## src/rtl/enable_stream_drain_pkg.sv

```systemverilog
// Shared constants for the enable-gated pipeline tail and its drain buffer.
// Holds default widths and the pointer-width helper used by the buffer logic.
package enable_stream_drain_pkg;

   localparam int DEFAULT_WIDTH = 16;
   localparam int DEFAULT_DEPTH = 4;

   // Pointer width for a power-of-two depth; never narrower than one bit.
   function automatic int ptr_width(input int depth);
      return (depth > 1) ? $clog2(depth) : 1;
   endfunction

endpackage

```

## src/rtl/enable_stream_drain_mem.sv

```systemverilog
// Storage array for the drain buffer: one write port, one combinational read port.
// Contents are deliberately left unreset; occupancy is tracked by the top level.
module drain_fifo_mem
   import enable_stream_drain_pkg::*;
#(
   parameter int WIDTH = DEFAULT_WIDTH,
   parameter int DEPTH = DEFAULT_DEPTH,
   parameter int AW    = ptr_width(DEPTH)
) (
   input  logic             i_clk,
   input  logic             i_we,
   input  logic [AW-1:0]    i_waddr,
   input  logic [WIDTH-1:0] i_wdata,
   input  logic [AW-1:0]    i_raddr,
   output logic [WIDTH-1:0] o_rdata
);

   logic [WIDTH-1:0] r_mem [DEPTH];

   // NOTE: no reset on the array; stale words are never visible because M_valid gates them.
   always_ff @(posedge i_clk) begin
      if (i_we) r_mem[i_waddr] <= i_wdata;
   end

   assign o_rdata = r_mem[i_raddr];

endmodule

```

## src/rtl/enable_stream_drain.sv

```systemverilog
// Drain buffer at the tail of an enable-gated pipeline: freezes the pipeline
// via CLK_en when full and presents words first-word-fall-through.
module enable_stream_drain
   import enable_stream_drain_pkg::*;
#(
   parameter int WIDTH = DEFAULT_WIDTH,
   parameter int DEPTH = DEFAULT_DEPTH
) (
   input  logic                       CLK_in,
   input  logic                       RST_in,
   input  logic                       Flush,
   input  logic [WIDTH-1:0]           Pipe_data,
   input  logic                       Pipe_valid,
   output logic                       CLK_en,
   output logic [WIDTH-1:0]           M_data,
   output logic                       M_valid,
   input  logic                       M_ready,
   output logic [$clog2(DEPTH+1)-1:0] Count
);

   localparam int PW = ptr_width(DEPTH);
   localparam int CW = $clog2(DEPTH + 1);

   logic [PW-1:0]    r_wr_ptr;
   logic [PW-1:0]    r_rd_ptr;
   logic [CW-1:0]    r_count;
   logic             w_push;
   logic             w_pop;
   logic [WIDTH-1:0] w_rd_data;

   // Enable and valid decode from the count register alone, so no input reaches them combinationally.
   assign CLK_en  = (r_count != CW'(DEPTH));
   assign M_valid = (r_count != '0);
   assign M_data  = M_valid ? w_rd_data : '0;
   assign Count   = r_count;

   assign w_push = CLK_en & Pipe_valid;
   assign w_pop  = M_valid & M_ready;

   // NOTE: sequential state uses non-blocking assignments so all registers update from pre-edge values.
   always_ff @(posedge CLK_in or posedge RST_in) begin
      if (RST_in) begin
         r_wr_ptr <= '0;
         r_rd_ptr <= '0;
         r_count  <= '0;
      end else if (Flush) begin
         r_wr_ptr <= '0;
         r_rd_ptr <= '0;
         r_count  <= '0;
      end else begin
         if (w_push) r_wr_ptr <= r_wr_ptr + PW'(1);
         if (w_pop)  r_rd_ptr <= r_rd_ptr + PW'(1);
         case ({w_push, w_pop})
            2'b10:   r_count <= r_count + CW'(1);
            2'b01:   r_count <= r_count - CW'(1);
            default: r_count <= r_count;
         endcase
      end
   end

   drain_fifo_mem #(
      .WIDTH (WIDTH),
      .DEPTH (DEPTH),
      .AW    (PW)
   ) u_mem (
      .i_clk   (CLK_in),
      .i_we    (w_push & ~Flush),
      .i_waddr (r_wr_ptr),
      .i_wdata (Pipe_data),
      .i_raddr (r_rd_ptr),
      .o_rdata (w_rd_data)
   );

endmodule

```

## config.mk

```make
export PLATFORM = sky130hd
export DESIGN_NAME = enable_stream_drain
export DESIGN_NICKNAME = d
export VERILOG_FILES = /design/src/rtl/enable_stream_drain_pkg.sv /design/src/rtl/enable_stream_drain_mem.sv /design/src/rtl/enable_stream_drain.sv
export SDC_FILE = /design/constraint.sdc
export NUM_CORES = 1
export LEC_CHECK = 0
export ABC_AREA = 1
export CORE_ASPECT_RATIO = 0.7
export CORE_UTILIZATION = 50
export CTS_BUF_LIST = sky130_fd_sc_hd__clkbuf_2
export DETAILED_ROUTE_END_ITERATION = 10
export HOLD_SLACK_MARGIN = 0.1
export PLACE_DENSITY_LB_ADDON = 0.2
export SYNTH_ARGS = -nofsm -noshare
export SYNTH_HDL_FRONTEND = slang
export SYNTH_SLANG_ARGS = --single-unit
```

## constraint.sdc

```tcl
create_clock -name CLK_in -period 4.35 [get_ports CLK_in]
set_input_delay 0.6525 -clock CLK_in [delete_from_list [all_inputs] [get_ports CLK_in]]
set_output_delay 0.6525 -clock CLK_in [all_outputs]
set_load 0.01 [all_outputs]
```

Word level (Yosys, flattened, before mapping)
Memory sizes are Yosys's and may differ from the RTL's.
Cells that the tools add are included.
{"block": "word_totals", "romBits": 0, "wordCells": 28, "latchBits": 0, "output_inout_bits": 21, "n_memories": 1, "regBits": 7, "ram_bits": 64, "input_bits": 21}
{"block": "classes", "div_mod_pow": 0, "shifts": 0, "n_reduce_logical": 4, "n_eq_ne": 3, "n_bitwise": 4, "muxes": 9, "addsub": 4, "multipliers": 0, "n_lt_le_gt_ge": 0}
{"name": "u_mem.r_mem", "depth": 4, "width": 16, "rd": 1, "rd_ports_with_merged_regs": 0, "write_ports": 1, "line_no": "enable_stream_drain_mem.sv:18", "rtl": "logic [WIDTH-1:0] r_mem [DEPTH];"}
{"cell": "$mux 16", "n": 1}
{"cell": "$mux 2", "n": 4}
{"cell": "$pmux 3 s2", "n": 1}
{"cell": "$reduce_bool 3->1", "n": 2}
{"cell": "$add 2x1->2 const B", "n": 2}
{"cell": "$reduce_bool 2->1", "n": 2}
{"cell": "$add 3x1->3 const B", "n": 1}
{"cell": "$and 1x1->1", "n": 3}
{"cell": "$mux 3", "n": 1}
{"cell": "$ne 3x3->1 const B", "n": 1}
{"cell": "$sub 3x1->3 const B", "n": 1}
{"cell": "$eq 2x1->1 const B", "n": 1}
{"cell": "$eq 2x2->1 const B", "n": 1}
{"cell": "$mux 1", "n": 2}
{"cell": "$not 1->1", "n": 1}

Logic depth before layout (Yosys ltp)
Gate-level depths: netlist of the first run.
{"block": "logic_depth", "ltp_word": 5, "depth_mapped": 12, "mapped_depth_nobuf": 12}

Cells and area by module
From an unflattened synthesis of the first run, not the netlist that was laid out.
{"block": "hier_totals", "hier_cells": 347, "area_unflattened_um2": 3358.2}
{"module": "drain_fifo_mem", "instances": 1, "cells_per_inst": 259, "area_per_inst_um2": 2758.9, "seq_area_each_um2": 1921.8}
{"module": "enable_stream_drain", "instances": 1, "cells_per_inst": 88, "area_per_inst_um2": 599.3, "seq_area_each_um2": 175.2}

Worst setup path after synthesis of the first run
Ideal clock, no wire load.
{"block": "synth_timing", "path_kind": "register -> register", "from": "reg r_count[0], in the netlist Count[0]", "to": "mem u_mem.r_mem[0][0] (netlist bit) (enable)", "setup_ps": 389, "period_less_slack_ps": 1987, "arrival_ps": 1598, "n_path_buf": 0, "slack_ps": 2363, "required_ps": 3961, "path_stages_with_launch": 7, "path_cell_list": "dfrtp_1 > nor2_4 > nand2_2 > nand2_4 > inv_4 > nand2_1 > nor2_1"}
{"block": "synth_between", "elab_chain_len": 5}
{"element": "start: declaration", "line_no": "enable_stream_drain.sv:26", "rtl": "logic [CW-1:0] r_count;"}
{"element": "start signal: assignment", "line_no": "enable_stream_drain.sv:54", "rtl": "2'b10: r_count <= r_count + CW'(1);"}
{"element": "start signal: assignment", "line_no": "enable_stream_drain.sv:55", "rtl": "2'b01: r_count <= r_count - CW'(1);"}
{"element": "start signal: assignment", "line_no": "enable_stream_drain.sv:56", "rtl": "default: r_count <= r_count;"}
{"element": "$ne 3x3->1", "line_no": "enable_stream_drain.sv:32", "rtl": "assign CLK_en = (r_count != CW'(DEPTH));"}
{"element": "net CLK_en", "line_no": "enable_stream_drain.sv:14", "rtl": "output logic CLK_en,"}
{"element": "$and 1x1->1", "line_no": "enable_stream_drain.sv:37", "rtl": "assign w_push = CLK_en & Pipe_valid;"}
{"element": "$and 1x1->1", "line_no": "enable_stream_drain.sv:67", "rtl": ".i_we (w_push & ~Flush),"}
{"element": "$mux 1", "line_no": "enable_stream_drain_mem.sv:22", "rtl": "if (i_we) r_mem[i_waddr] <= i_wdata;"}
{"element": "$mux 1 (not written as such)", "line_no": "enable_stream_drain_mem.sv:22"}
{"element": "end: declaration", "line_no": "enable_stream_drain_mem.sv:18"}
The timed path passes the listed nets, and every way through them passes these cells.

Worst setup path in the final report of the first run
{"block": "layout_timing", "from": "reg r_rd_ptr[0]", "to": "out M_data[13]"}
{"block": "layout_between", "elab_chain_len": 2}
{"element": "start: declaration", "line_no": "enable_stream_drain.sv:25", "rtl": "logic [PW-1:0] r_rd_ptr;"}
{"element": "start signal: assignment", "line_no": "enable_stream_drain.sv:52", "rtl": "if (w_pop) r_rd_ptr <= r_rd_ptr + PW'(1);"}
{"element": "$mem_v2 4x16"}
{"element": "$mux 16", "line_no": "enable_stream_drain.sv:34", "rtl": "assign M_data = M_valid ? w_rd_data : '0;"}
{"element": "end: declaration", "line_no": "enable_stream_drain.sv:15", "rtl": "output logic [WIDTH-1:0] M_data,"}
Every way passes these cells.

==> reports/metrics.sh, run 1 <==
COMMONEST_NON_FILL_NON_TAP_CELLS_IN_THE_LAYOUT='sky130_fd_sc_hd__nor2_1, sky130_fd_sc_hd__edfxtp_1, sky130_fd_sc_hd__clkdlybuf4s50_1'
POWER-PER-CELL-AREA_nW_PER_UM2=555.3
MULTI_INPUT_AREA_UM2=772.0
TRITONCTS_CLOCK_TREE='done'
LAYOUT.CELLS.MOST_COMMON='sky130_fd_sc_hd__nor2_1'
FLOORPLAN.CORE_AREA_UM2=5756
DRC_ERRORS=0
DETAILEDROUTE.FIRSTPASSITERATIONCOUNT=4
PLACEDINSTANCEAREA_UM2=3466
TIMING.SETUP.TNS_NS=0
POST_ROUTE_WORST_SETUP_SLACK_NS=0.6424
TIMING.MAX_SLEW.REL_SLACK_PCT=26.58
NUMCLOCKSINKS=71
HPWL_UM=3665
NETLIST_AREA_UM2=2995
POWER.IR.VDD_WORST_uV=235.8
CAP_VIOL_MAX_COUNT=0
FINALWORSTPATHREQUIREDPERIOD_NS=3.708
PROPORTION_OF_LAYOUT_CELLS_WITH_A_DRIVE_SUFFIX_ABOVE_1_PCT=10.89
TRACK_USAGE_PCT=21.40
FLOORPLAN.DIE_AREA_UM2=6309
POSTLAYOUTCOREUTIL_PCT=62.52
FIN_SKEW_NS=0.01691
CRITICAL_PATH_ORIGIN='r_rd_ptr[0]'
CTS_MAX_LEVEL=3
YS_WARN_COUNT=0
GLOBALROUTEOVERFLOWTOTAL=0
PLACE.PORT_BUFFERS=41
CTS.REPAIR.RESIZED=0
WORST_SKEW_PAIR.LATE_LATENCY_NS=0.49
LAYOUT-AREA-OVERHEAD-VS-SYNTH_PCT=20.13
COUNT_OF_VIAS_PLACED_BY_THE_DETAILED_ROUTER=1951
CRITPATHARRIVALTIME_NS=3.06
RUN_STATUS='completed'
FINALNETCOUNT=324
DIE-HEIGHT_UM=66.76
TIMING.FINAL.CRIT_SHARE_PCT=85.23
SYNTH-SEQ-AREA-SHARE_PCT=70.01
PATH_CLK_SLEW_NS=0.19
NUM_ROWS=23
CTS_ROOT_BUFFER='sky130_fd_sc_hd__clkbuf_2'
FINALWIRELENGTH_UM=5950
START_UTIL_PCT=52.04
SYN-NUM-NETS=279
YS_SEQ_ELEMENTS=71
CLOCK.FMAX_GHz=0.2697
ANTENNA-DIODE-COUNT=0
FILL_COUNT=479
HOLDWS_NS=0.3792
SYNTH.LIB_CELLS_USED.DISTINCT=24
CP_DATA_REQUIRED_TIME_NS=3.70
TIMING.FINAL.MAX_SLEW_VIOLATIONS=0
GP_ROUTABILITY_CONGESTION=0.8606
MIN-DELAY-PATH-CLASS='in -> async'
ROUTE.DETAILED.VIAS_PER_INST=5.161
GRT_FIRST_PASS_WIRELENGTH_UM=9425
CRIT_TYPE='reg -> out'
WORSTSETUPSTARTPOINTTYPE='register'
SETUP_VIOL=0
FINISH.INSTANCE_AREA_UM2=3598
WORSTPATHMAXFANOUT=34
GRT_MAX_DEGREE=35
REGISTER_CELL_AREA_AFTER_LAYOUT_UM2=2097
RR_STARTPOINT='Count[0]'
PRE_CTS_WS_NS=1.223
CRITPATHCAPTURETYPE='primary output'
FP.DIEW_UM=94.51
GATE_COUNT_AFTER_TECHNOLOGY_MAPPING=253
POSTCTSHOLDBUFS=0
SYN-MEAN-INSTANCE-AREA_UM2=11.84
ANTENNA_LEFT=0
CTS_BUFFER_DEPTH=2
ANTENNA_FOUND_INITIAL=0
TOP_LEVEL_PORTS=42
DRT-WIRELENGTH-PER-CELL_UM=15.74
POST_CTS.REPAIR.SETUP_BUFFERS=0
TIMING_HOLD_VIOLATIONS_FINAL=0
DETAIL_ROUTE.ITER0.VIOLATIONS=144
SETUP_REPAIR_AFTER_GLOBAL_ROUTING_MISSED_ITS_MARGIN='no'
POWER.STATIC_LEAKAGE_nW=1.307
VIAS_IN_THE_FIRST_GLOBAL_ROUTE=1904
WORSTMARGINPINSLEW_NS=1.101
TRITONCTS_BUFFER_COUNT=9
layout make-up:
class | instances | area share (%)
repair buffers | 45 | 12.24
flip-flops and latches | 71 | 58.28
well taps | 75 | 2.608
multi-input cells | 155 | 21.45
clock inverters | 7 | 2.434
inverters | 16 | 1.739
clock buffers | 9 | 1.252
flip-flops by register name, summed over array words and instances, names as in the netlist:
signal and flops:
u_mem.r_mem 64, Count 3, r_rd_ptr 2, r_wr_ptr 2
synth_stat cells, drive strengths merged:
cell	count	area share (%)
a21oi	19	3.3
buf	8	1.7
clkbuf	3	0.46
clkinv	1	0.13
dfrtp	7	5.8
edfxtp	64	64
fa	1	0.67
ha	4	1.7
inv	15	2.0
nand2	19	3.6
nand3	5	0.84
nand3b	1	0.25
nor2	70	9.3
o21ai	35	5.8
xnor2	1	0.29
path summary, 6_finish.rpt:
path                                          end  slack [ns]  depth (start not counted)
worst max register to register  u_mem.r_mem[0][6]        2.20                          7
worst min-delay path                     Count[1]        0.38                          2
min in group CLK_in                      Count[1]        0.64                          2
max in group asynchronous             r_wr_ptr[1]        3.73                          2
worst max-delay path                   M_data[13]        0.64                          4
worst min register to register           Count[1]        0.64                          2
through the flow:
step	total power [mW]	cells
finish	1.998	378
global route	2.119	378
CTS	2.010	378
detailed placement	1.602	362
global placement	1.593	362
floorplan	1.277	253
routing by layer:
layer  GRT usage [%]  vias to the layer above  part of all wire [%]
met2           33.61                       52                    46
met3           8.219                        8                   5.7
met4           6.061                        0                   1.4
li1                -                      960                     -
met5               0                        -                     0
met1           27.89                      931                    47
cell families after synthesis:
| logic type | synth area share (%) |
|---|---|
| AO/OA/AOI/OAI | 9.148 |
| XOR/XNOR | 0.2925 |
| adder cells (fa/ha/maj) | 2.339 |
| buffers and inverters | 4.219 |
| flip-flops | 70.01 |
| AND/OR/NAND/NOR | 13.99 |
worst max-delay path, cell delays in order, from the launching register on:
cell and delay [ns]:
sky130_fd_sc_hd__dfrtp_1 1.11, sky130_fd_sc_hd__inv_2 0.49, sky130_fd_sc_hd__o21ai_0 0.36, sky130_fd_sc_hd__a21oi_1 0.11, sky130_fd_sc_hd__clkdlybuf4s50_1 0.49
report_power, final:
part	switching (mW)	internal [mW]
sequential	0.0738	0.793
combinational	0.385	0.336
clock	0.225	0.185
total	0.683	1.31
Power figures use the tool's default switching activity.
==> run 2: changes to the inputs <==
Settings changed: TNS_END_PERCENT from default to 5.
Clock period 4.35 ns to 4.7 ns, I/O delays scaled along.
==> run 2 against run 1 <==
Against the previous run: sequential cell count stayed put; non-clock buffer count is 1 higher; power is 13% lower; highest routed layer unchanged.
==> reports/metrics.sh, run 2 (synthesized netlist as in run 1, its figures left out) <==
CTS.REPAIR.RESIZED=0
REGISTER_CELL_AREA_AFTER_LAYOUT_UM2=2097
FINALNETCOUNT=325
CLOCK.FMAX_GHz=0.2986
MET2_WIRELENGTH_UM=2553
CTS_ROOT_BUFFER='sky130_fd_sc_hd__clkbuf_2'
TRACK_USAGE_PCT=20.41
MIN-DELAY-PATH-CLASS='in -> async'
CP_DATA_REQUIRED_TIME_NS=3.99
WORSTMARGINPINSLEW_NS=0.7033
COUNT_OF_VIAS_PLACED_BY_THE_DETAILED_ROUTER=1900
TRITONCTS_CLOCK_TREE='done'
FP.DIEW_UM=94.51
CTS_BUFFER_DEPTH=2
CRITICAL_PATH_ORIGIN='r_rd_ptr[0]'
DRT-WIRELENGTH-PER-CELL_UM=15.17
DP_CELLS=363
TOP_SIGNAL_LAYER_USED='met4'
DIE-HEIGHT_UM=66.76
ANTENNA-DIODE-COUNT=0
COMMONEST_NON_FILL_NON_TAP_CELLS_IN_THE_LAYOUT='sky130_fd_sc_hd__nor2_1, sky130_fd_sc_hd__edfxtp_1, sky130_fd_sc_hd__clkdlybuf4s50_1'
LAYOUT-AREA-OVERHEAD-VS-SYNTH_PCT=18.63
FLOORPLAN.DIE_AREA_UM2=6309
LAYOUT.CELLS.MOST_COMMON='sky130_fd_sc_hd__nor2_1'
POWER.IR.VDD_WORST_uV=204.5
CRITPATHCAPTURETYPE='primary output'
TIMING.SETUP.TNS_NS=0
NUM_ROWS=23
WORST_SKEW_PAIR.LATE_LATENCY_NS=0.49
MET1WIRELENGTH_UM=2738
TIMING.MAX_SLEW.REL_SLACK_PCT=52.94
ROUTE.DETAILED.VIAS_PER_INST=5.013
CRITPATHARRIVALTIME_NS=2.64
ANTENNA_FOUND_INITIAL=0
DRC_ERRORS=0
CP_SLOWEST_CELL='sky130_fd_sc_hd__clkdlybuf4s50_1'
MET3_ROUTED_WL_UM=338
CRIT_CHAIN='buf_4 -> inv_2 -> o21ai_0 -> a21oi_1 -> clkdlybuf4s50_1'
MAX_STAGE_DELAY_NS=0.56
CP_NUM_BUF_INV=3
POWER.STATIC_LEAKAGE_nW=1.296
RR_STARTPOINT='Count[0]'
FINALWORSTPATHREQUIREDPERIOD_NS=3.348
LARGEST_REGISTER_FFS=64
RUN_STATUS='completed'
FIN_SKEW_NS=0.02473
FILL_COUNT=458
GP_ROUTABILITY_CONGESTION=0.8048
TRITONCTS_BUFFER_COUNT=9
NUMCLOCKSINKS=71
GRT_FIRST_PASS_WIRELENGTH_UM=9018
VIAS_IN_THE_FIRST_GLOBAL_ROUTE=1811
WORSTPATHMAXFANOUT=33
WORSTSETUPSTARTPOINTTYPE='register'
POSTCTSHOLDBUFS=0
TIMING.FINAL.MAX_SLEW_VIOLATIONS=0
PROPORTION_OF_LAYOUT_CELLS_WITH_A_DRIVE_SUFFIX_ABOVE_1_PCT=11.18
POWER_mW=1.736
POST_CTS.REPAIR.SETUP_BUFFERS=0
TIMING.FINAL.CRIT_SHARE_PCT=71.24
CTS_MAX_LEVEL=3
HPWL_UM=3583
FLOORPLAN.CORE_AREA_UM2=5756
PLACE.PORT_BUFFERS=41
PATH_CLK_SLEW_NS=0.17
GLOBALROUTEOVERFLOWTOTAL=0
FINALWIRELENGTH_UM=5751
POWER-PER-CELL-AREA_nW_PER_UM2=488.5
SETUP_REPAIR_AFTER_GLOBAL_ROUTING_MISSED_ITS_MARGIN='no'
START_UTIL_PCT=52.04
MULTI_INPUT_AREA_UM2=772.0
TIMING_HOLD_VIOLATIONS_FINAL=0
CPLARGESTDELAYFAMILY='buffers and inverters'
CAP_VIOL_MAX_COUNT=0
CRIT_TYPE='reg -> out'
SETUP_VIOL=0
DETAIL_ROUTE.ITER0.VIOLATIONS=130
ANTENNA_LEFT=0
TOP_LEVEL_PORTS=42
DETAILEDROUTE.FIRSTPASSITERATIONCOUNT=4
GRT_MAX_DEGREE=34
STDCELL_COUNT=379
REGISTERS.TOP_BY_FF_COUNT='u_mem.r_mem'
==> run 2: cell count changes in the layout (fill, tap and decap cells not counted) <==
cell	before	now
sky130_fd_sc_hd__buf_4	4	5
sky130_fd_sc_hd__bufinv_16	2	0
sky130_fd_sc_hd__clkbuf_2	9	11
sky130_fd_sc_hd__clkinv_2	1	2
sky130_fd_sc_hd__clkinvlp_4	2	1
==> run 2: stage by stage <==
step                utilization [%]  setup WS, ns  hold slack (ns)  area [µm²]
floorplan                         -         2.687           0.5084        2995
global placement              60.35         1.933           0.5960        3473
detailed placement            60.35         1.899           0.6091        3473
CTS                           61.74         1.313           0.3892        3553
global route                  61.74         1.098           0.3884        3553
finish                        61.74         1.352           0.4280        3553
==> run 2: worst paths after layout <==
path | end | slack (ns) | cells after the start
max | M_data[13] | 1.35 | 5
min | Count[1] | 0.43 | 2
max reg2reg | u_mem.r_mem[1][12] | 2.58 | 7
min reg2reg | Count[1] | 0.63 | 2
max in group asynchronous | r_wr_ptr[0] | 4.03 | 2
min in group CLK_in | Count[1] | 0.63 | 2
==> run 2: where the power goes <==
group	total [mW]	internal [mW]	switching (mW)	leakage, nW
sequential	0.781	0.735	0.0459	0.675
combinational	0.688	0.313	0.375	0.564
clock	0.267	0.0689	0.198	0.0568
total	1.74	1.12	0.619	1.30
==> run 2: area by class of cell <==
cell class / count / area share, %
Tap cell: 75 / 2.641
Sequential cell: 71 / 59.01
Clock inverter: 5 / 0.7042
Inverter: 16 / 1.761
Clock buffer: 11 / 1.549
Multi-Input combinational cell: 155 / 21.73
Timing Repair Buffer: 46 / 12.61
==> run 2: layer usage <==
metal  track usage [%]  vias to the layer above
met4             8.712                        0
li1                  -                      964
met3             7.192                       12
met2             29.26                       57
met5                 0                        -
met1             28.21                      867
==> run 3: changes to the inputs <==
Clock period 4.7 ns to 3.4 ns, I/O delays scaled along.
==> run 3 against run 2 <==
Against the previous run: via count rose by 1.2%; power rose by 36%; hold slack got worse by 0.14 ns; final area rose by 0.18%; cell count did not move; clock skew fell by 0.0071 ns; combinational power rose by 39%; clock-buffer cell count fell by 1; sequential cell count did not move; global-route usage rose by 0.16 points; critical path type unchanged; critical endpoint is now M_data[1]; largest cell class unchanged; highest routed layer unchanged.
==> reports/metrics.sh, run 3 (synthesized netlist as in run 1, its figures left out) <==
RUN_STATUS='completed'
CTS_MAX_LEVEL=3
MIN-DELAY-PATH-CLASS='in -> async'
CRIT_CHAIN='inv_2 -> o21ai_0 -> a21oi_1 -> clkdlybuf4s50_1'
FINALWIRELENGTH_UM=5548
ANTENNA-DIODE-COUNT=0
CP_SLOWEST_CELL='sky130_fd_sc_hd__dfrtp_1'
HPWL_UM=3567
SWSHARE_PCT=35.03
FLOORPLAN.CORE_AREA_UM2=5756
CRITPATHARRIVALTIME_NS=2.54
FP.DIEW_UM=94.51
POWER.IR.VDD_WORST_uV=322.0
WORSTMARGINPINSLEW_NS=0.6564
POSTCTSHOLDBUFS=0
COMBINATIONALPOWERSHARE_PCT=40.5
WORSTPATHMAXFANOUT=33
POSTLAYOUTCOREUTIL_PCT=61.85
CRITPATHCAPTURETYPE='primary output'
NUMCLOCKSINKS=71
TRITONCTS_CLOCK_TREE='done'
PLACE.PORT_BUFFERS=41
PROPORTION_OF_LAYOUT_CELLS_WITH_A_DRIVE_SUFFIX_ABOVE_1_PCT=11.51
POWER-PER-CELL-AREA_nW_PER_UM2=664.2
NUM_ROWS=23
DETAILEDROUTE.FIRSTPASSITERATIONCOUNT=4
SETUP_VIOL=0
CP_NUM_BUF_INV=2
TOP_LEVEL_PORTS=42
GRT_FIRST_PASS_WIRELENGTH_UM=9218
CRITICAL_PATH_ORIGIN='r_rd_ptr[0]'
FINALWORSTPATHREQUIREDPERIOD_NS=3.053
ANTENNA_LEFT=0
LAYOUT.CELLS.MOST_COMMON='sky130_fd_sc_hd__nor2_1'
START_UTIL_PCT=52.04
CTS_BUFFER_DEPTH=2
GP_ROUTABILITY_CONGESTION=0.8069
GRT_MAX_DEGREE=34
POWER.SEQUENTIAL.FRACTION_PCT=45.8
FLOORPLAN.DIE_AREA_UM2=6309
CP_DATA_REQUIRED_TIME_NS=2.89
TRACK_USAGE_PCT=20.57
FIN_SKEW_NS=0.01763
POST_CTS.REPAIR.SETUP_BUFFERS=0
CPLARGESTDELAYFAMILY='buffers and inverters'
COUNT_OF_VIAS_PLACED_BY_THE_DETAILED_ROUTER=1923
ROUTE.DETAILED.VIAS_PER_INST=5.074
LARGEST_REGISTER_FFS=64
CTS.REPAIR.RESIZED=0
CAP_VIOL_MAX_COUNT=0
TRITONCTS_BUFFER_COUNT=9
WORST_SKEW_PAIR.LATE_LATENCY_NS=0.44
MAX_STAGE_DELAY_NS=0.79
PATH_CLK_SLEW_NS=0.15
INTERNAL_POWER_mW=1.536
DRC_ERRORS=0
COMMONEST_NON_FILL_NON_TAP_CELLS_IN_THE_LAYOUT='sky130_fd_sc_hd__nor2_1, sky130_fd_sc_hd__edfxtp_1, sky130_fd_sc_hd__clkdlybuf4s50_1'
SWITCHINGPOWER_mW=0.8282
TIMING_HOLD_VIOLATIONS_FINAL=0
GLOBALROUTEOVERFLOWTOTAL=0
DETAIL_ROUTE.ITER0.VIOLATIONS=106
LAYOUT-AREA-OVERHEAD-VS-SYNTH_PCT=18.84
CRIT_TYPE='reg -> out'
FINALNETCOUNT=328
TIMING.FINAL.MAX_SLEW_VIOLATIONS=0
WORSTSETUPSTARTPOINTTYPE='register'
DIE-HEIGHT_UM=66.76
SETUP_REPAIR_AFTER_GLOBAL_ROUTING_MISSED_ITS_MARGIN='no'
CTS_ROOT_BUFFER='sky130_fd_sc_hd__clkbuf_2'
DRT-WIRELENGTH-PER-CELL_UM=14.64
POWER.CLOCK.FRACTION_PCT=13.7
TIMING.SETUP.TNS_NS=0
REGISTERS.TOP_BY_FF_COUNT='u_mem.r_mem'
TIMING.MAX_SLEW.REL_SLACK_PCT=56.24
VIAS_IN_THE_FIRST_GLOBAL_ROUTE=1902
FILL_COUNT=470
CLOCK.FMAX_GHz=0.3276
ANTENNA_FOUND_INITIAL=0
RR_STARTPOINT='Count[0]'
POWER.STATIC_LEAKAGE_nW=1.307
TIMING.FINAL.CRIT_SHARE_PCT=89.79
## run 3: area by class of cell
class                      instances  area, µm²  area share [%]
multi-input combinational        155      772.0           21.69
timing repair buffer              49      470.5           13.22
clock inverter                     3      13.76          0.3866
inverter                          16      62.56           1.757
clock buffer                      10      50.05           1.406
sequential                        71       2097           58.91
tap                               75      93.84           2.636
## run 3: power groups by stage
stage,logic [mW],clock network [mW],registers [mW]
3_5_place_dp,0.959,0,1.10
4_1_cts,0.966,0.342,1.08
2_1_floorplan,0.556,0,1.08
5_1_grt,1.06,0.379,1.10
6_report,0.957,0.324,1.08
3_3_place_gp,0.952,0,1.10
## run 3: worst register-to-register path, delay by kind of cell (launching register included)
family,cells,cell delay (ns)
buf+inv,2,0.40
flops,1,0.51
simple gates,5,0.81
## run 3: per-stage QoR
stage | instances | total power, mW | setup slack (ns) | area [µm²] | hold slack [ns]
after floorplan | 253 | 1.633 | 1.413 | 2995 | 0.3134
after global placement | 366 | 2.052 | 0.8863 | 3496 | 0.6017
after detailed placement | 366 | 2.064 | 0.8242 | 3496 | 0.6148
after CTS | 379 | 2.392 | 0.2812 | 3560 | 0.2403
after global routing | 379 | 2.534 | 0.06050 | 3560 | 0.2348
final | 379 | 2.364 | 0.3472 | 3560 | 0.2883
## run 3: layer usage
| metal | part of all wire [%] | track usage [%] |
|---|---|---|
| met1 | 49 | 27.82 |
| met2 | 46 | 31.25 |
| met3 | 4.6 | 7.306 |
| met4 | 0.29 | 6.439 |
| met5 | 0 | 0 |
## run 3: path summary, 6_finish.rpt
| check | end | slack [ns] | depth (start not counted) |
|---|---|---|---|
| setup / recovery | M_data[1] | 0.35 | 4 |
| hold / removal | Count[1] | 0.29 | 2 |
| setup reg to reg | u_mem.r_mem[0][7] | 1.40 | 7 |
| hold reg to reg | Count[1] | 0.63 | 2 |
| max in group asynchronous | Count[2] | 2.87 | 2 |
| min in group CLK_in | Count[1] | 0.63 | 2 |
